File: config.mk
export PLATFORM = sky130hd
export DESIGN_NAME = switch_debounce_pulse
export DESIGN_NICKNAME = d
export VERILOG_FILES = /design/src/rtl/switch_debounce_pulse.sv
export SDC_FILE = /design/constraint.sdc
export NUM_CORES = 1
export LEC_CHECK = 0
export CORE_AREA = 10 10 143 145
export CTS_BUF_LIST = sky130_fd_sc_hd__clkbuf_8
export CTS_CLUSTER_SIZE = 30
export DETAILED_ROUTE_END_ITERATION = 7
export DIE_AREA = 0 0 153 155
export GPL_ROUTABILITY_DRIVEN = 0
export SETUP_SLACK_MARGIN = 0.05
export SLEW_MARGIN = 20
export SYNTH_ARGS = -nofsm -noshare
export SYNTH_HDL_FRONTEND = slang
export SYNTH_SLANG_ARGS = --single-unit
File: constraint.sdc
create_clock -name CLK50MHZ -period 2.1 [get_ports CLK50MHZ]
set_input_delay 0.315 -clock CLK50MHZ [delete_from_list [all_inputs] [get_ports CLK50MHZ]]
set_output_delay 0.315 -clock CLK50MHZ [all_outputs]
set_load 0.05 [all_outputs]
File: src/rtl/switch_debounce_pulse.sv
// switch_debounce_pulse: per-channel 2-flop sync, debounce and edge-selected one-cycle pulse.
// Define SWITCH_DEBOUNCE_PULSE_AUTOREPEAT_EN to add held-key repeat pulses.
module switch_debounce_pulse #(
  parameter int WIDTH           = 4,
  parameter int DEBOUNCE_CYCLES = 500000,
  parameter int EDGE_MODE       = 0,
  parameter int REPEAT_DELAY    = 25000000,
  parameter int REPEAT_PERIOD   = 5000000,
  parameter int CNT_W           = 25
) (
  input  logic             CLK50MHZ,
  input  logic             RST,
  input  logic [WIDTH-1:0] sw_in,
  output logic [WIDTH-1:0] sw_level,
  output logic [WIDTH-1:0] sw_pulse,
  output logic             sw_any
);
  localparam logic [CNT_W-1:0] DB_MAX = CNT_W'(DEBOUNCE_CYCLES - 1);
  localparam logic RISE_EN = (EDGE_MODE != 1);
  localparam logic FALL_EN = (EDGE_MODE == 1) || (EDGE_MODE == 2);
  if (DEBOUNCE_CYCLES < 1 || CNT_W < $clog2(DEBOUNCE_CYCLES + 1) ||
      CNT_W < $clog2(REPEAT_DELAY + 1) || CNT_W < $clog2(REPEAT_PERIOD + 1)) begin : g_bad_cfg
    $error("switch_debounce_pulse: CNT_W too narrow or DEBOUNCE_CYCLES < 1");
  end
  logic [WIDTH-1:0] s1_q, s2_q, level_q, level_d, pulse_q, pulse_d;
  logic             any_q;
  logic [CNT_W-1:0] cnt_q [WIDTH];
  logic [CNT_W-1:0] cnt_d [WIDTH];
`ifdef SWITCH_DEBOUNCE_PULSE_AUTOREPEAT_EN
  localparam logic [CNT_W-1:0] RD_MAX = CNT_W'(REPEAT_DELAY - 1);
  localparam logic [CNT_W-1:0] RP_MAX = CNT_W'(REPEAT_PERIOD - 1);
  logic [CNT_W-1:0] rep_q [WIDTH];
  logic [CNT_W-1:0] rep_d [WIDTH];
  logic [WIDTH-1:0] first_q, first_d;
`endif
  always_comb begin
    level_d = level_q;
    pulse_d = '0;
    for (int i = 0; i < WIDTH; i++) begin
      cnt_d[i] = '0;
      if (s2_q[i] != level_q[i]) begin
        if (cnt_q[i] == DB_MAX) begin
          level_d[i] = s2_q[i];
          pulse_d[i] = s2_q[i] ? RISE_EN : FALL_EN;
        end else begin
          cnt_d[i] = cnt_q[i] + 1'b1;
        end
      end
`ifdef SWITCH_DEBOUNCE_PULSE_AUTOREPEAT_EN
      rep_d[i]   = '0;
      first_d[i] = 1'b1;
      if (level_q[i] && level_d[i]) begin
        first_d[i] = first_q[i];
        if (rep_q[i] == (first_q[i] ? RD_MAX : RP_MAX)) begin
          pulse_d[i] = 1'b1;
          first_d[i] = 1'b0;
        end else begin
          rep_d[i] = rep_q[i] + 1'b1;
        end
      end
`endif
    end
  end
  always_ff @(posedge CLK50MHZ) begin
    if (RST) begin
      s1_q    <= '0;
      s2_q    <= '0;
      level_q <= '0;
      pulse_q <= '0;
      any_q   <= 1'b0;
      for (int i = 0; i < WIDTH; i++) cnt_q[i] <= '0;
`ifdef SWITCH_DEBOUNCE_PULSE_AUTOREPEAT_EN
      for (int i = 0; i < WIDTH; i++) rep_q[i] <= '0;
      first_q <= '1;
`endif
    end else begin
      s1_q    <= sw_in;
      s2_q    <= s1_q;
      level_q <= level_d;
      pulse_q <= pulse_d;
      any_q   <= |pulse_d;
      for (int i = 0; i < WIDTH; i++) cnt_q[i] <= cnt_d[i];
`ifdef SWITCH_DEBOUNCE_PULSE_AUTOREPEAT_EN
      for (int i = 0; i < WIDTH; i++) rep_q[i] <= rep_d[i];
      first_q <= first_d;
`endif
    end
  end
  assign sw_level = level_q;
  assign sw_pulse = pulse_q;
  assign sw_any   = any_q;
endmodule
==> run_results.csv <==
group,metric,value,unit
clock_network,h-tree-depth,4,
timing,setup_viol,0,
floorplanning,io_pins,15,
power,leakage,1.97,nW
synthesis,synth_top_area_cell,"dfxtp_1",
floorplanning,initial_utilization,29.2,%
synthesis,seq_area_frac_synth,45.5,%
clock_network,insertion_delay,0.44,ns
finish,nets,643,
route,routed_wl,10.8,mm
synthesis,synth_most_common_cell,"dfxtp_1",
synthesis,yosysWarnings,0,
timing,setup-tns-final,0,ns
timing,rsz0062_at_grt,"true",
grt,grt_overflow_total,0,
synthesis,netlist_area,5150,µm²
route,drc,0,
synthesis,synthCells,592,
worst_setup_path,crit_family,"simple AND/OR/NAND/NOR gates",
worst_setup_path,crit_buf_inv,1,
synthesis,yosys-top-cells-count,"dfxtp_1, nor2_1, a21oi_1",
clock_network,cts.sinks,117,
worst_setup_path,crit_type,"register to register",
route,drt-pass1-iter-count,4,
finish,multi_input_area,2680,µm²
grt,grt_max_degree,26,
synthesis,synth_edf_count,0,
finish,postLayoutCoreUtil,35.2,%
timing,finalCritPeriodShare,92.9,%
placed_design,dp_hpwl,7.49,mm
synthesis,synth.top_cell.area_share,45.5,%
worst_setup_path,max_stage_delay,0.56,ns
power,vdd_ir_drop_max,384,µV
timing,fmax,513,MHz
worst_hold_path,hp-class,"register to register",
floorplanning,rows,49,
clock_network,cts_tree,"built",
route,vias,4234,
timing,hold_viol_final,0,
worst_setup_path,cp-start-kind,"register",
grt,grt_pass1_wl,19.1,mm
worst_setup_path,required,2.46,ns
clock_network,clk_pin_slew_worst_paths,0.07,ns
finish,fillCellCount,1834,
synthesis,postSynthAreaPerCell,8.70,µm²
clock_network,root_buffer,"clkbuf_8",
synthesis,synth_ff_type,"dfxtp_1",
worst_setup_path,r2r_slack,0.15,ns
timing,fin_skew,0.00861,ns
job,drv_cap,0,
floorplanning,dieArea,23700,µm²
finish,regArea,2340,µm²
grt,track_usage,9.61,%
synthesis,async_flop_share,0,%
finish,area_growth,20.8,%
synthesis,synthesis.nets,602,
power,power.density,749,nW/µm²
route,routedWlPerCell,12.3,µm
finish,diodes,0,
floorplanning,fp.dieW,153,µm
placed_design,portBuffers,14,
finish,layout-drive-gt1-share,12.2,%
synthesis,synthTopCellsByArea,"dfxtp_1, nor2_1, xor2_1, a21oi_1, xnor2_1",
timing,drv_slew,0,
route,drt_iter0_drc,186,
synthesis,synth-seq-cells,117,
timing,worst_slew_pin_slew,0.561,ns
worst_setup_path,crit_fanout,9,
worst_setup_path,cp-end-kind,"register",
timing,fin_crit,1.95,ns
grt,antenna_found_initial,0,
run_status,status,"completed",
route,ant_nets,0,
clock_network,cts_setup_buffers,0,
floorplanning,die_h,155,µm
clock_network,cts_buffers,17,
clock_network,clock_path_buffers,2,
worst_setup_path,cp_slowest_cell,"or4_4",
synthesis,synthDistinctLibCells,39,
grt,first_global_vias,4057,
route,viasPerCell,4.84,
worst_setup_path,arrival,2.32,ns
floorplanning,core,17700,µm²
timing,max-slew-margin-rel,62.6,%
worst_setup_path,cp_cell_sequence,"ha_4 -> nand4_2 -> or4_4 -> buf_4 -> or3_1 -> a21oi_1",
-- path summary, 6_finish.rpt --
check / from / end / cells past startpoint
max: cnt_q[1][0]$_SDFF_PP0_ / cnt_q[1][16]$_SDFF_PP0_ / 6
min: s1_q[3]$_SDFF_PP0_ / s2_q[3]$_SDFF_PP0_ / 1
max reg2reg: cnt_q[1][0]$_SDFF_PP0_ / cnt_q[1][16]$_SDFF_PP0_ / 6
min reg2reg: s1_q[3]$_SDFF_PP0_ / s2_q[3]$_SDFF_PP0_ / 1
-- logic make-up after synthesis --
logic type,after synthesis,synth area share [%]
and+or+nand+nor,287,31.1
xor gates and xnor gates,54,9.18
DFF,117,45.5
buffers and inverters,36,2.87
AOI/OAI and AO/OA,94,10.4
adders and majority gates,4,0.972
-- report_power, final --
group          total, mW  leakage, nW  switching [mW]  internal [mW]
Combinational     0.0555        0.776          0.0297         0.0259
Clock               2.37        0.245           0.885           1.49
Sequential          2.23        0.945         0.00488           2.23
-- metal layers --
layer	global-route usage, %	part of all wire (%)	up-vias
li1	-	-	2237
met1	11.8	51	1951
met2	14.7	44	35
met3	3.97	4.0	11
met4	3.63	1.1	0
met5	0	0	-
-- layout by cell type, fill, tap and decap left out, types with 3 or more instances in the layout --
cell type,Yosys,layout
nand3_1,36,36
and2_1,4,4
clkbuf_8,0,20
nand4_1,25,25
buf_4,0,30
a21oi_1,45,45
o31ai_1,13,13
or4_1,16,14
nor2_1,69,69
bufinv_16,0,5
ha_1,4,3
xor2_1,29,29
nor4_1,15,15
nand2_1,34,34
or3_1,28,28
a21bo_2,3,3
nor4b_1,6,6
inv_1,12,14
nor3_1,5,5
xnor2_1,25,25
o21ai_0,28,28
and3_1,11,11
clkinv_2,0,5
or4_4,2,4
and4_1,17,17
dfxtp_1,117,115
clkdlybuf4s50_1,0,10
nor2b_1,8,8
-- state kept, by name, summed over array words and instances (netlist names) --
register,flops
sw_pulse,4
s1_q,4
sw_any,1
cnt_q,100
s2_q,4
sw_level,4
-- repair_timing --
item | in CTS | in global routing
hold buffers | 0 | 0
pin swaps | 0 | 0
gates resized for setup | 2 | 6
setup endpoints to repair | 2 | 14
cloned | 0 | 0
-- cell type report --
type                    count  share of cell area, %
multi-input cells         439                   43.1
flip-flops and latches    117                   37.7
repair buffers             46                   6.55
well taps                 229                   4.60
clock buffers              20                   4.42
clock inverters            12                   2.94
inverters                  12                  0.724
-- stage by stage --
stage	power (mW)	cells	setup slack, ns	hold WS (ns)	cell area (µm²)
floorplan	2.31	592	0.0546	0.413	5150
global placement	2.34	843	0.153	0.421	5740
detailed placement	2.34	843	0.112	0.425	5740
CTS	4.73	875	0.0529	0.411	6200
global route	4.85	875	0.0321	0.404	6220
finish	4.66	875	0.149	0.432	6220
-- worst reg2reg max path: stages (launching register included) --
cell and delay [ns]:
dfxtp_2 0.38, ha_4 0.17, nand4_2 0.11, or4_4 0.56, buf_4 0.18, or3_1 0.34, a21oi_1 0.14
(Power assumes the default switching activity.)
